$ cat src/rtl/serial_add_ctrl_pkg.sv
// Shared definitions for the bit-serial arithmetic blocks: controller state
// encoding and the default operand width.
package serial_add_ctrl_pkg;

  localparam int unsigned DefaultWidth = 8;

  typedef enum logic [1:0] {
    StIdle = 2'd0,
    StRun  = 2'd1,
    StDone = 2'd2
  } state_e;

endpackage

$ cat src/rtl/fa_cell.sv
// Combinational 1-bit full adder, time-shared by the serial adder controller.
module fa_cell (
  input  logic x,
  input  logic y,
  input  logic z,
  output logic s,
  output logic c
);

  assign s = x ^ y ^ z;
  assign c = (x & y) | (x & z) | (y & z);

endmodule

$ cat src/rtl/serial_add_ctrl.sv
// Bit-serial adder controller: adds two WIDTH-bit operands LSB first through a
// single full-adder cell, then presents {cout, sum} with a one-cycle done pulse.
module serial_add_ctrl
  import serial_add_ctrl_pkg::*;
#(
  parameter int unsigned WIDTH = DefaultWidth
) (
  input  logic             clk,
  input  logic             rst,
  input  logic             start,
  input  logic [WIDTH-1:0] a,
  input  logic [WIDTH-1:0] b,
  input  logic             cin,
  output logic             busy,
  output logic             done,
  output logic [WIDTH-1:0] sum,
  output logic             cout
);

  localparam int unsigned CW = $clog2(WIDTH + 1);
  localparam logic [CW-1:0] LastCnt = CW'(WIDTH - 1);

  state_e           state_q, state_d;
  logic [WIDTH-1:0] sh_a_q, sh_a_d;
  logic [WIDTH-1:0] sh_b_q, sh_b_d;
  logic [WIDTH-1:0] sum_q, sum_d;
  logic [CW-1:0]    count_q, count_d;
  logic             carry_q, carry_d;
  logic             cout_q, cout_d;
  logic             cell_s, cell_c;

  fa_cell u_fa_cell (
    .x (sh_a_q[0]),
    .y (sh_b_q[0]),
    .z (carry_q),
    .s (cell_s),
    .c (cell_c)
  );

  always_comb begin
    state_d = state_q;
    sh_a_d  = sh_a_q;
    sh_b_d  = sh_b_q;
    sum_d   = sum_q;
    count_d = count_q;
    carry_d = carry_q;
    cout_d  = cout_q;
    unique case (state_q)
      StIdle: begin
        if (start) begin
          sh_a_d  = a;
          sh_b_d  = b;
          carry_d = cin;
          count_d = '0;
          state_d = StRun;
        end
      end
      StRun: begin
        // New sum bit enters at the MSB so the LSB lands in place after WIDTH shifts.
        sum_d   = (sum_q >> 1) | (WIDTH'(cell_s) << (WIDTH - 1));
        carry_d = cell_c;
        sh_a_d  = sh_a_q >> 1;
        sh_b_d  = sh_b_q >> 1;
        count_d = count_q + CW'(1);
        if (count_q == LastCnt) begin
          cout_d  = cell_c;
          state_d = StDone;
        end
      end
      StDone: begin
        state_d = StIdle;
      end
      default: begin
        state_d = StIdle;
      end
    endcase
  end

  always_ff @(posedge clk) begin
    if (rst) begin
      state_q <= StIdle;
      sh_a_q  <= '0;
      sh_b_q  <= '0;
      sum_q   <= '0;
      count_q <= '0;
      carry_q <= 1'b0;
      cout_q  <= 1'b0;
    end else begin
      state_q <= state_d;
      sh_a_q  <= sh_a_d;
      sh_b_q  <= sh_b_d;
      sum_q   <= sum_d;
      count_q <= count_d;
      carry_q <= carry_d;
      cout_q  <= cout_d;
    end
  end

  assign busy = (state_q == StRun);
  assign done = (state_q == StDone);
  assign sum  = sum_q;
  assign cout = cout_q;

endmodule

$ cat config.mk
export PLATFORM = sky130hd
export DESIGN_NAME = serial_add_ctrl
export DESIGN_NICKNAME = d
export VERILOG_FILES = /design/src/rtl/serial_add_ctrl_pkg.sv /design/src/rtl/fa_cell.sv /design/src/rtl/serial_add_ctrl.sv
export SDC_FILE = /design/constraint.sdc
export NUM_CORES = 1
export LEC_CHECK = 0
export ABC_AREA = 1
export CORE_MARGIN = 4
export CORE_UTILIZATION = 54
export CTS_CLUSTER_DIAMETER = 60
export DETAILED_ROUTE_END_ITERATION = 16
export PLACE_DENSITY_LB_ADDON = 0.12
export SLEW_MARGIN = 10
export SYNTH_ARGS = -nofsm -noshare
export SYNTH_HDL_FRONTEND = slang
export SYNTH_SLANG_ARGS = --single-unit
$ cat constraint.sdc
create_clock -name clk -period 3 [get_ports clk]
set_clock_uncertainty 0.2 [all_clocks]
set_input_delay 0.6 -clock clk [delete_from_list [all_inputs] [get_ports clk]]
set_output_delay 0.6 -clock clk [all_outputs]
set_load 0.02 [all_outputs]
==> results.yml, run 1 <==
timing:
  period_share_pct: 79.8
  fin_ws_ns: 0.607
  finalMaxSlewViolations: 0
  hold_viol: 0
  tns_ns: 0
  clock.fmax_ghz: 0.418
  period_minus_slack_ns: 2.39
  relSlewSlack_pct: 60.9
  rsz0062_at_grt: "no"
  setup_violations: 0
  worst_pin_slew_ns: 0.586
global_routing:
  gr-max-usage-layer: "met2"
  met2_usage_pct: 35.1
  overflow: 0
  grt_util_all_layers_pct: 21.3
  antenna_found_initial: 0
  grt_use_met3_pct: 5.11
  grt_max_degree: 23
  grt_pass1_wl_um: 5830
  met1_usage_pct: 25.6
  grt_pass1_vias: 1378
setup_path:
  worstSetupPathType: "flip-flop to output pin"
  cp-end-kind: "output pin"
  r2r_cells: 6
  crit_fanout: 3
  arrival_ns: 1.59
  worst-endpoint-required_ns: 2.20
  start_kind: "flip-flop"
flow_run:
  maxCapViolCount: 0
clock_network:
  cts_tree: "done"
  clock_sinks: 32
  cts_root_buf: "clkbuf_4"
  numCtsBuffers: 5
  clockBufferDepth: 2
  path_clk_slew_ns: 0.09
  cts-htree-levels: 2
  cts_hold_buf: 0
  clock_latency_ns: 0.33
  cts_setup_buffers: 0
  cts.repair.resized: 0
status:
  status: "completed"
logic_synthesis:
  syn_area_per_cell_um2: 7.24
  syn_nets: 230
  synth_seq_area_share_pct: 42.5
  synth_cell_types: 22
  synth_area_mm2: 0.00151
  synthCells: 208
  ys_seq_elements: 32
  ys_warn_count: 0
floorplan:
  fp.dieH_um: 60.8
  die_x_um: 60.8
  core-area_mm2: 0.00257
  ios: 31
  die_area_mm2: 0.00370
  initial_core_util_pct: 58.7
  fp-row-count: 18
drt:
  via_per_inst: 5.21
  wl_per_cell_um: 12.1
  routed_wl_um: 3280
  dr.pass1.iters: 4
  route.detailed.drc: 0
  num_vias: 1406
  ant_nets: 0
  drt_iter0_drc: 93
final_layout:
  regArea_um2: 641
  diodes: 0
  area_growth_pct: 22.9
  fill_cells: 227
  drive_gt1_share_pct: 10.4
  fin_nets: 261
  multi_input_area_um2: 724
  final_area_mm2: 0.00185
placement:
  pre_cts_slack_ns: 0.759
  placed_cell_area_mm2: 0.00179
  gp_congestion: 0.837
  portBuffers: 30
  dp_hpwl_um: 2360
pwr:
  p_per_area_mw_per_mm2: 504
  p_total_uw: 933
  p_leak_uw: 0.000800
  irDropWorstVdd_mv: 0.427
hold_path:
  hold_depth: 2
  hold_path.class: "flip-flop to flip-flop"
## routing by layer
layer	vias to the layer above	part of all wire (%)
met1	630	45
met2	51	47
met4	0	2.0
met3	9	6.3
met5	-	0
li1	716	-
## stage by stage
step / cells / utilization [%] / hold WS, ns
final: 270 / 72.1 / 0.262
after global routing: 270 / 72.1 / 0.275
after CTS: 270 / 72.1 / 0.255
after detailed placement: 262 / 69.8 / 0.247
after global placement: 262 / 69.8 / 0.239
after floorplan: 208 / - / 0.226
## synthesized netlist by cell type
library cell  instances  area (um2)
nand2_1              53         199
nor2_1               36         135
dfxtp_1              32         641
nand3_1              26         130
inv_1                14        52.6
o21ai_0              12        60.1
nor2_2                8        50.1
a21oi_1               4        20.0
buf_2                 4        20.0
buf_6                 3        33.8
clkbuf_1              2        7.51
inv_2                 2        7.51
nand2_4               2        22.5
nand4_1               2        12.5
buf_12                1        20.0
fa_1                  1        20.0
ha_1                  1        12.5
nand2_8               1        20.0
nor2_4                1        11.3
nor2_8                1        20.0
nor3_1                1        5.00
o22ai_1               1        6.26
## layout by cell type (no fill, tap or decap), drive strengths merged
cell,n
nor2,46
ha,1
nand4,2
a21oi,4
o21ai,12
nor3,1
o22ai,1
nand3,26
clkdlybuf4s50,30
nand2,56
buf,4
fa,1
dfxtp,32
clkbuf,8
inv,16
## sequential cells by signal (all words and copies together) (netlist names)
name / count
sh_a_q: 8
carry_q: 1
count_q: 4
state_q: 2
sum: 8
cout: 1
sh_b_q: 8
## final timing paths
kind         slack [ns]                      to                    start
min reg2reg        0.26  sh_b_q[6]$_SDFFE_PP0P_   sh_b_q[7]$_SDFFE_PP0P_
max                0.61                    done  state_q[1]$_SDFFE_PP0P_
min                0.26  sh_b_q[6]$_SDFFE_PP0P_   sh_b_q[7]$_SDFFE_PP0P_
max reg2reg        1.51  sh_a_q[7]$_SDFFE_PP0P_  state_q[1]$_SDFFE_PP0P_
## worst max-delay path, cell delays in order, from the launching register on
cell	delay [ns]
dfxtp_1	0.44
inv_2	0.12
nor2_1	0.10
clkdlybuf4s50_1	0.60
## area by class of cell
cell class                 count  share of cell area (%)
timing repair buffer          34                    17.8
sequential                    32                    34.6
multi-input combinational    150                    39.1
inverter                      16                    3.24
clock buffer                   8                    3.18
tap                           30                    2.03
## logic make-up after synthesis
| group | Yosys count | share of synthesized area, % |
|---|---|---|
| and+or+nand+nor | 131 | 40.2 |
| DFF | 32 | 42.5 |
| buffers and inverters | 26 | 9.39 |
| AOI/OAI and AO/OA | 17 | 5.73 |
| adders and majority gates | 2 | 2.16 |
## power breakdown
group          leakage (uW)  total, uW  internal, uW  switching, uW
registers          0.000262        478           457           21.4
clock network     0.0000326        257           116            141
logic              0.000505        199          86.2            112
Note: power is estimated with default switching activity, not from simulation.
==> run 2, diff against run 1 <==
--- a/config.mk
+++ b/config.mk
@@ -7,7 +7,7 @@
 export LEC_CHECK = 0
 export ABC_AREA = 1
 export CORE_MARGIN = 4
-export CORE_UTILIZATION = 54
+export CORE_UTILIZATION = 50
 export CTS_CLUSTER_DIAMETER = 60
 export DETAILED_ROUTE_END_ITERATION = 16
 export PLACE_DENSITY_LB_ADDON = 0.12
==> constraint.sdc (replaced) <==
create_clock -name clk -period 2.3 [get_ports clk]
set_clock_uncertainty 0.2 [all_clocks]
set_input_delay 0.46 -clock clk [delete_from_list [all_inputs] [get_ports clk]]
set_output_delay 0.46 -clock clk [all_outputs]
set_load 0.02 [all_outputs]
==> run 2 against run 1 <==
Effect of this change: power up 41%; first-iteration DRC count is 33% lower; cell count up 0.37%; clock-buffer cell count shrank 3; register-to-register slack worse by 0.66 ns; cell area is 1.4% higher; worst hold slack better by 0.0028 ns; combinational power grew 32%; global-route usage shrank 2.4 points; wire length increased by 4.3%; flip-flop and latch count did not move; worst setup slack worse by 0.53 ns; critical path type unchanged.
==> results.yml, run 2 (synthesized netlist as in run 1, its figures left out) <==
status:
  status: "completed"
drt:
  routed_wl_um: 3420
  dr.pass1.iters: 4
  ant_nets: 0
  num_vias: 1404
  via_per_inst: 5.18
  route.detailed.drc: 0
  wl_per_cell_um: 12.6
  drt_iter0_drc: 62
final_layout:
  fin_cells: 271
  final_common_cell: "nand2_1"
  area_growth_pct: 24.6
  fill_cells: 261
  layout_common_cells: "53 x nand2_1, 36 x nor2_1, 32 x dfxtp_1, 29 x clkdlybuf4s50_1, 26 x nand3_1"
  drive_gt1_share_pct: 11.3
  final_area_mm2: 0.00188
  fin_nets: 261
  fin_util_pct: 66.3
  diodes: 0
floorplan:
  core-area_mm2: 0.00283
  ios: 31
  initial_core_util_pct: 53.3
  die_area_mm2: 0.00396
  fp-row-count: 19
  fp.dieH_um: 62.9
  die_x_um: 62.9
timing:
  relSlewSlack_pct: 63.0
  finalMaxSlewViolations: 0
  worst_pin_slew_ns: 0.554
  rsz0062_at_grt: "no"
  hold_viol: 0
  period_share_pct: 96.4
  hold_slack_ns: 0.264
  clock.fmax_ghz: 0.451
  period_minus_slack_ns: 2.22
  setup_violations: 0
  tns_ns: 0
placement:
  portBuffers: 30
  dp.cells: 263
  gp_congestion: 0.826
  placed_cell_area_mm2: 0.00179
  dp_hpwl_um: 2350
setup_path:
  worst-endpoint-required_ns: 1.64
  arrival_ns: 1.56
  slowest_stage: "clkdlybuf4s50_1"
  cp-end-kind: "output pin"
  r2r_slack_ns: 0.85
  crit_fanout: 4
  critPathTopFamily: "buffers and inverters"
  worstSetupPathType: "flip-flop to output pin"
  start_kind: "flip-flop"
  critPathBufInv: 2
  path_cells: "inv_2, nor2_4, clkdlybuf4s50_1"
  cp_slowest_stage_delay_ns: 0.60
clock_network:
  cts_tree: "done"
  cts_setup_buffers: 0
  cts_root_buf: "clkbuf_4"
  clock_sinks: 32
  cts_hold_buf: 0
  clockBufferDepth: 2
  numCtsBuffers: 5
  clock_latency_ns: 0.34
  path_clk_slew_ns: 0.11
  cts-htree-levels: 2
  cts.repair.resized: 0
hold_path:
  hold_path.class: "flip-flop to flip-flop"
pwr:
  p_leak_uw: 0.000827
  irDropWorstVdd_mv: 0.452
  p_per_area_mw_per_mm2: 700
global_routing:
  grt_pass1_wl_um: 5900
  grt_max_degree: 23
  overflow: 0
  antenna_found_initial: 0
  grt_util_all_layers_pct: 18.9
  grt_pass1_vias: 1321
flow_run:
  maxCapViolCount: 0
-- run 2: report_power, final --
group / switching (uW) / internal, uW
Combinational: 149 / 112
Clock: 202 / 227
Sequential: 28.7 / 596
-- run 2: worst reg2reg max path, cell delays in order, from the launching register on --
cell and delay (ns):
dfxtp_1 0.47, inv_2 0.07, nor2_4 0.08, buf_4 0.26, nand2_1 0.11, nand2_1 0.07
nand2_1 0.04, nor2_1 0.09
-- run 2: per-layer routing --
layer  vias up  GRT usage (%)  share of wire (%)
met5         -              0                  0
met4         0           8.82                1.2
met3         5           4.86                6.3
met2        48           31.4                 48
met1       635           22.6                 44
li1        716              -                  -
-- run 2: cell type report --
type / count / area, um2 / area share (%)
Multi-Input combinational cell: 150 / 724 / 38.6
Sequential cell: 32 / 641 / 34.1
Timing Repair Buffer: 34 / 333 / 17.7
Inverter: 16 / 60.1 / 3.20
Clock inverter: 3 / 42.5 / 2.27
Tap cell: 31 / 38.8 / 2.07
Clock buffer: 5 / 37.5 / 2.00
-- run 2: through the flow --
step / setup WS [ns] / total power [uW]
after floorplan: 0.861 / 806
after global placement: 0.328 / 890
after detailed placement: 0.279 / 898
after CTS: 0.0423 / 1330
after global routing: 0.00345 / 1390
final: 0.0817 / 1310
-- run 2: worst paths after layout --
check | to | depth (start not counted) | start
worst max-delay path | busy | 3 | state_q[0]$_SDFFE_PP0P_
worst min-delay path | sh_a_q[4]$_SDFFE_PP0P_ | 2 | sh_a_q[5]$_SDFFE_PP0P_
worst max register to register | count_q[3]$_SDFFE_PP0P_ | 7 | state_q[0]$_SDFFE_PP0P_
worst min register to register | sh_a_q[4]$_SDFFE_PP0P_ | 2 | sh_a_q[5]$_SDFFE_PP0P_
